`src/rtl/noc_pkg.sv`:
```
// Shared NoC definitions for the deflection router stages.
// Flit layout is {valid, dst[5:0], payload[DATA_W-1:0]}.
package noc_pkg;

  localparam int ADDR_W = 6;
  localparam int NDIR   = 4;

  localparam int DIR_E = 0;
  localparam int DIR_W = 1;
  localparam int DIR_N = 2;
  localparam int DIR_S = 3;

  localparam int DATA_W_DEF = 16;
  localparam int FLIT_W_DEF = DATA_W_DEF + ADDR_W + 1;

  function automatic int valid_bit(input int dw);
    return dw + ADDR_W;
  endfunction

  function automatic int dst_hi(input int dw);
    return dw + ADDR_W - 1;
  endfunction

  function automatic int dst_lo(input int dw);
    return dw;
  endfunction

  function automatic int pay_hi(input int dw);
    return dw - 1;
  endfunction

endpackage

```
`src/rtl/ejector_fifo.sv`:
```
// Ejection FIFO between the ejector and the local core.
// Storage is reset so an empty head never carries X.
module ejector_fifo #(
  parameter int DEPTH  = 4,
  parameter int FLIT_W = 23
) (
  input  logic              clk,
  input  logic              rst_n,
  input  logic              i_push,
  input  logic [FLIT_W-1:0] i_din,
  input  logic              i_pop,
  output logic              o_full,
  output logic              o_empty,
  output logic [FLIT_W-1:0] o_head
);

  localparam int AW = $clog2(DEPTH);

  logic [FLIT_W-1:0] r_mem [DEPTH];
  logic [AW-1:0]     r_wp;
  logic [AW-1:0]     r_rp;
  logic [AW:0]       r_cnt;

  logic w_push;
  logic w_pop;

  assign o_full  = (r_cnt == (AW+1)'(DEPTH));
  assign o_empty = (r_cnt == '0);
  assign o_head  = r_mem[r_rp];

  assign w_push = i_push && !o_full;
  assign w_pop  = i_pop && !o_empty;

  always_ff @(posedge clk or negedge rst_n) begin
    if (!rst_n) begin
      for (int i = 0; i < DEPTH; i++) begin
        r_mem[i] <= '0;
      end
      r_wp  <= '0;
      r_rp  <= '0;
      r_cnt <= '0;
    end else begin
      if (w_push) begin
        r_mem[r_wp] <= i_din;
        r_wp        <= r_wp + 1'b1;
      end
      if (w_pop) begin
        r_rp <= r_rp + 1'b1;
      end
      unique case ({w_push, w_pop})
        2'b10:   r_cnt <= r_cnt + 1'b1;
        2'b01:   r_cnt <= r_cnt - 1'b1;
        default: r_cnt <= r_cnt;
      endcase
    end
  end

endmodule

```
`src/rtl/ejector.sv`:
```
// Ejection stage: removes at most one locally addressed flit
// per cycle (round-robin) and registers the rest onward.
module ejector
  import noc_pkg::*;
#(
  parameter int DATA_W = 16,
  parameter int FLIT_W = DATA_W + 7,
  parameter int DEPTH  = 4
) (
  input  logic              clk,
  input  logic              rst_n,
  input  logic [ADDR_W-1:0] local_addr,
  input  logic [FLIT_W-1:0] e_in,
  input  logic [FLIT_W-1:0] w_in,
  input  logic [FLIT_W-1:0] n_in,
  input  logic [FLIT_W-1:0] s_in,
  output logic [FLIT_W-1:0] e_out,
  output logic [FLIT_W-1:0] w_out,
  output logic [FLIT_W-1:0] n_out,
  output logic [FLIT_W-1:0] s_out,
  output logic [NDIR-1:0]   eject_grant,
  output logic              local_valid,
  output logic [FLIT_W-1:0] local_flit,
  input  logic              local_ready,
  output logic              fifo_full,
  output logic [15:0]       eject_cnt,
  output logic [15:0]       miss_cnt
);

  localparam int VB = valid_bit(DATA_W);
  localparam int DH = dst_hi(DATA_W);
  localparam int DL = dst_lo(DATA_W);

  logic [FLIT_W-1:0] w_flit [NDIR];
  logic [FLIT_W-1:0] w_pass [NDIR];
  logic [NDIR-1:0]   w_match;
  logic              w_gnt;
  logic [1:0]        w_win;
  logic [1:0]        w_idx;
  logic [NDIR-1:0]   w_oh;
  logic              w_full;
  logic              w_empty;

  logic [FLIT_W-1:0] r_out [NDIR];
  logic [NDIR-1:0]   r_grant;
  logic [1:0]        r_rr_ptr;
  logic [15:0]       r_ecnt;
  logic [15:0]       r_mcnt;

  assign w_flit[DIR_E] = e_in;
  assign w_flit[DIR_W] = w_in;
  assign w_flit[DIR_N] = n_in;
  assign w_flit[DIR_S] = s_in;

  always_comb begin
    for (int i = 0; i < NDIR; i++) begin
      w_match[i] = w_flit[i][VB]
                && (w_flit[i][DH:DL] == local_addr);
    end
  end

  // First match at or after r_rr_ptr; a full FIFO blocks all grants.
  always_comb begin
    w_gnt = 1'b0;
    w_win = '0;
    w_idx = '0;
    w_oh  = '0;
    for (int k = 0; k < NDIR; k++) begin
      w_idx = r_rr_ptr + 2'(k);
      if (!w_full && !w_gnt && w_match[w_idx]) begin
        w_gnt = 1'b1;
        w_win = w_idx;
      end
    end
    if (w_gnt) begin
      w_oh[w_win] = 1'b1;
    end
  end

  always_comb begin
    for (int i = 0; i < NDIR; i++) begin
      w_pass[i]     = w_flit[i];
      w_pass[i][VB] = w_flit[i][VB] & ~w_oh[i];
    end
  end

  always_ff @(posedge clk or negedge rst_n) begin
    if (!rst_n) begin
      for (int i = 0; i < NDIR; i++) begin
        r_out[i] <= '0;
      end
      r_grant  <= '0;
      r_rr_ptr <= '0;
      r_ecnt   <= '0;
      r_mcnt   <= '0;
    end else begin
      for (int i = 0; i < NDIR; i++) begin
        r_out[i] <= w_pass[i];
      end
      r_grant <= w_oh;
      if (w_gnt) begin
        r_rr_ptr <= w_win + 2'd1;
        r_ecnt   <= r_ecnt + 16'd1;
      end
      if (|w_match && !w_gnt && r_mcnt != 16'hFFFF) begin
        r_mcnt <= r_mcnt + 16'd1;
      end
    end
  end

  ejector_fifo #(
    .DEPTH  (DEPTH),
    .FLIT_W (FLIT_W)
  ) u_fifo (
    .clk     (clk),
    .rst_n   (rst_n),
    .i_push  (w_gnt),
    .i_din   (w_flit[w_win]),
    .i_pop   (local_ready),
    .o_full  (w_full),
    .o_empty (w_empty),
    .o_head  (local_flit)
  );

  assign e_out       = r_out[DIR_E];
  assign w_out       = r_out[DIR_W];
  assign n_out       = r_out[DIR_N];
  assign s_out       = r_out[DIR_S];
  assign eject_grant = r_grant;
  assign local_valid = !w_empty;
  assign fifo_full   = w_full;
  assign eject_cnt   = r_ecnt;
  assign miss_cnt    = r_mcnt;

endmodule

```
`config.mk`:
```
export PLATFORM = sky130hd
export DESIGN_NAME = ejector
export DESIGN_NICKNAME = d
export VERILOG_FILES = /design/src/rtl/noc_pkg.sv /design/src/rtl/ejector_fifo.sv /design/src/rtl/ejector.sv
export SDC_FILE = /design/constraint.sdc
export NUM_CORES = 1
export LEC_CHECK = 0
export CAP_MARGIN = 10
export CORE_UTILIZATION = 49
export DETAILED_ROUTE_END_ITERATION = 10
export GPL_ROUTABILITY_DRIVEN = 0
export PLACE_DENSITY = 0.89
export SLEW_MARGIN = 25
export SYNTH_ARGS = -nofsm -noshare
export SYNTH_HDL_FRONTEND = slang
export SYNTH_SLANG_ARGS = --single-unit
```
`constraint.sdc`:
```
create_clock -name clk -period 3.83 [get_ports clk]
set_input_delay 0.766 -clock clk [delete_from_list [all_inputs] [get_ports clk]]
set_output_delay 0.766 -clock clk [all_outputs]
set_load 0.02 [all_outputs]
```
==> impl_metrics.toml <==
[outcome]
outcome = "complete, no violations"

[route]
drtIter0Drc = 564
wl_per_cell_um = 20.8
totalWireLength_um = 27400
ant_nets = 0
drt_pass1_iterations = 7
vias = 7756
via_per_inst = 5.89
drc = 0

[worst_setup_path]
cp-end-kind = "output port"
path_max_fanout = 24
crit_type = "reg2out"
timing.rr.start = "u_fifo.r_cnt[0]$_DFFE_PN0P_"
worst_setup_path_start_kind = "register"
cp.arrival_ns = 2.69
startpoint = "u_fifo.r_rp[0]$_DFFE_PN0P_"
critPathRequiredTime_ns = 3.06
rrSetupSlack_ns = 0.73

[floorplanning]
fp-row-count = 51
core_um2 = 19700
die-area_um2 = 21000
fp.dieW_um = 145
pin_count = 254
start_util_pct = 50.8
die_h_um = 145

[synth]
synth_compound_area_share_pct = 11.9
synth-simple-area-share_pct = 10.2
synthMuxAreaShare_pct = 9.79
synth_top_family_by_area = "compound AO/OA/AOI/OAI gates"
synth_nets = 881
netlist_instances = 768
synthAdderAreaFrac_pct = 1.57
netlist_area_um2 = 10000
synth_top_area_share_pct = 57.2
synth_xor_area_share_pct = 5.25
synth-async-reset-ratio_pct = 100
ys.flop_type = "dfrtp_1"
synth_top_area_cell = "dfrtp_1"
synth_edf_count = 0
ys_warn_count = 0
synth-seq-cells = 229
avgSynthCellArea_um2 = 13.0
synth_seq_area_share_pct = 57.2
yosys.cell_types.count = 63
ys_top_cells_by_area = "dfrtp_1, a221oi_1, mux4_2, mux2i_1, xnor2_1"

[clock_tree]
h-tree-depth = 1
cts_resized = 0
cts_tree = "built"
path_clk_slew_ns = 0.07
clockBufferDepth = 3
post_cts_buffers = 0
cts_num_sinks = 229
hold_buffers = 0
numCtsBuffers = 24
root_buffer = "clkbuf_16"
insertion_delay_ns = 0.52

[power]
powerDensity_nw_per_um2 = 798
total_power_w = 0.0110
vdd_drop_max_v = 0.000502
leakagePower_nw = 5.53

[finish]
layout-drive-gt1-share_pct = 13.0
nets = 1147
utilization_pct = 69.6
area_growth_pct = 37.1
layout_common_cells = "clkdlybuf4s50_1, dfrtp_1, nor2_1"
layout_commonest_cell = "clkdlybuf4s50_1"
fillers = 1340
num_antenna_cells = 0

[sta]
slew_viol_final = 0
fin_skew_ns = 0.0155
hold_viol = 0
fin_hold_ws_ns = 0.249
maxSlewHeadroom_pct = 41.4
period_share_pct = 90.1
period_needed_ns = 3.45
max_freq_mhz = 290
tightest_slew_ns = 0.879
rsz0062_at_grt = "no"
setup_viol = 0

[global_routing]
grt_antenna_before_repair = 0
grt_max_degree = 93
gr-total-overflow = 0
grtUsageTotal_pct = 26.3
grt_pass1_vias = 8167
grt_pass1_wl_um = 44000

[worst_hold_path]
hp-class = "in2async"

[placed_design]
port_buffers = 253
hpwl_um = 18800

[flow_run]
maxCapViolations = 0
==> path summary, 6_finish.rpt <==
kind / to / depth (start not counted)
worst max-delay path: local_flit[17] / 2
worst min-delay path: s_out[9]$_DFF_PN0_ / 1
worst max register to register: u_fifo.r_cnt[2]$_DFFE_PN0P_ / 13
worst min register to register: eject_cnt[15]$_DFFE_PN0N_ / 1
max in group asynchronous: e_out[17]$_DFF_PN0_ / 2
min in group clk: eject_cnt[15]$_DFFE_PN0N_ / 1
==> power breakdown <==
group          switching (W)  leakage, nW  internal (W)
clock               0.000949        0.356       0.00124
sequential          0.000507         2.67       0.00310
combinational        0.00277         2.51       0.00239
total                0.00423         5.53       0.00673
==> critical path, cell delays in order, from the launching register on <==
cell and delay, ns:
dfrtp_2 0.95, mux4_2 0.64, clkdlybuf4s50_1 0.56
==> cells by family (layout without fill, tap and decap cells) <==
logic type,Yosys count,after routing
flops,229,229
simple gates,204,204
compound gates,129,129
mux,69,69
buf+inv,65,349
xor+xnor,60,60
fa+ha+maj,12,12
==> per-layer routing <==
layer  wire, um  part of all wire [%]  track usage (%)  vias to the layer above
met5          0                     0                0                        -
met4        544                   2.0             7.02                        0
met3       2350                   8.6             5.66                       60
met2      13900                    51             46.5                      445
met1      10600                    39             32.6                     3897
li1           -                     -                -                     3354
==> flip-flops by register name, indices dropped and copies added (netlist names) <==
name          cells
e_out            23
eject_cnt        16
eject_grant       4
miss_cnt         16
n_out            23
r_rr_ptr          2
s_out            23
u_fifo.r_cnt      3
u_fifo.r_mem     92
u_fifo.r_rp       2
u_fifo.r_wp       2
w_out            23
==> synthesized netlist by cell type, drive strengths merged, types with 3 or more instances <==
cell      n
nand4    14
and3      7
buf      47
mux2i    45
or2       4
mux4     23
a21oi     9
nand2b    6
o31ai     4
nor2    101
nand2    18
dfrtp   229
a221oi   88
xor2     13
clkbuf    6
nor2b     4
inv      12
o31a      4
o21ai     7
nor3     18
and2     10
nor4      3
nand3    11
xnor2    47
ha       11
==> layout make-up <==
class / count / area (um2) / area share [%]
clock buffers: 35 / 682 / 4.97
clock inverters: 9 / 66.3 / 0.483
inverters: 12 / 45.0 / 0.328
multi-input cells: 474 / 3910 / 28.5
flip-flops and latches: 229 / 5730 / 41.8
well taps: 265 / 332 / 2.42
repair buffers: 293 / 2960 / 21.5
==> through the flow <==
step,instance area (um2),cells,setup slack (ns),TNS [ns]
floorplan,10000,768,0.418,0
global placement,12900,1269,-0.0726,-3.96
detailed placement,12900,1269,-0.279,-15.94
CTS,13700,1313,0.287,0
global route,13700,1317,0.267,0
finish,13700,1317,0.379,0
Power figures use the tool's default switching activity.
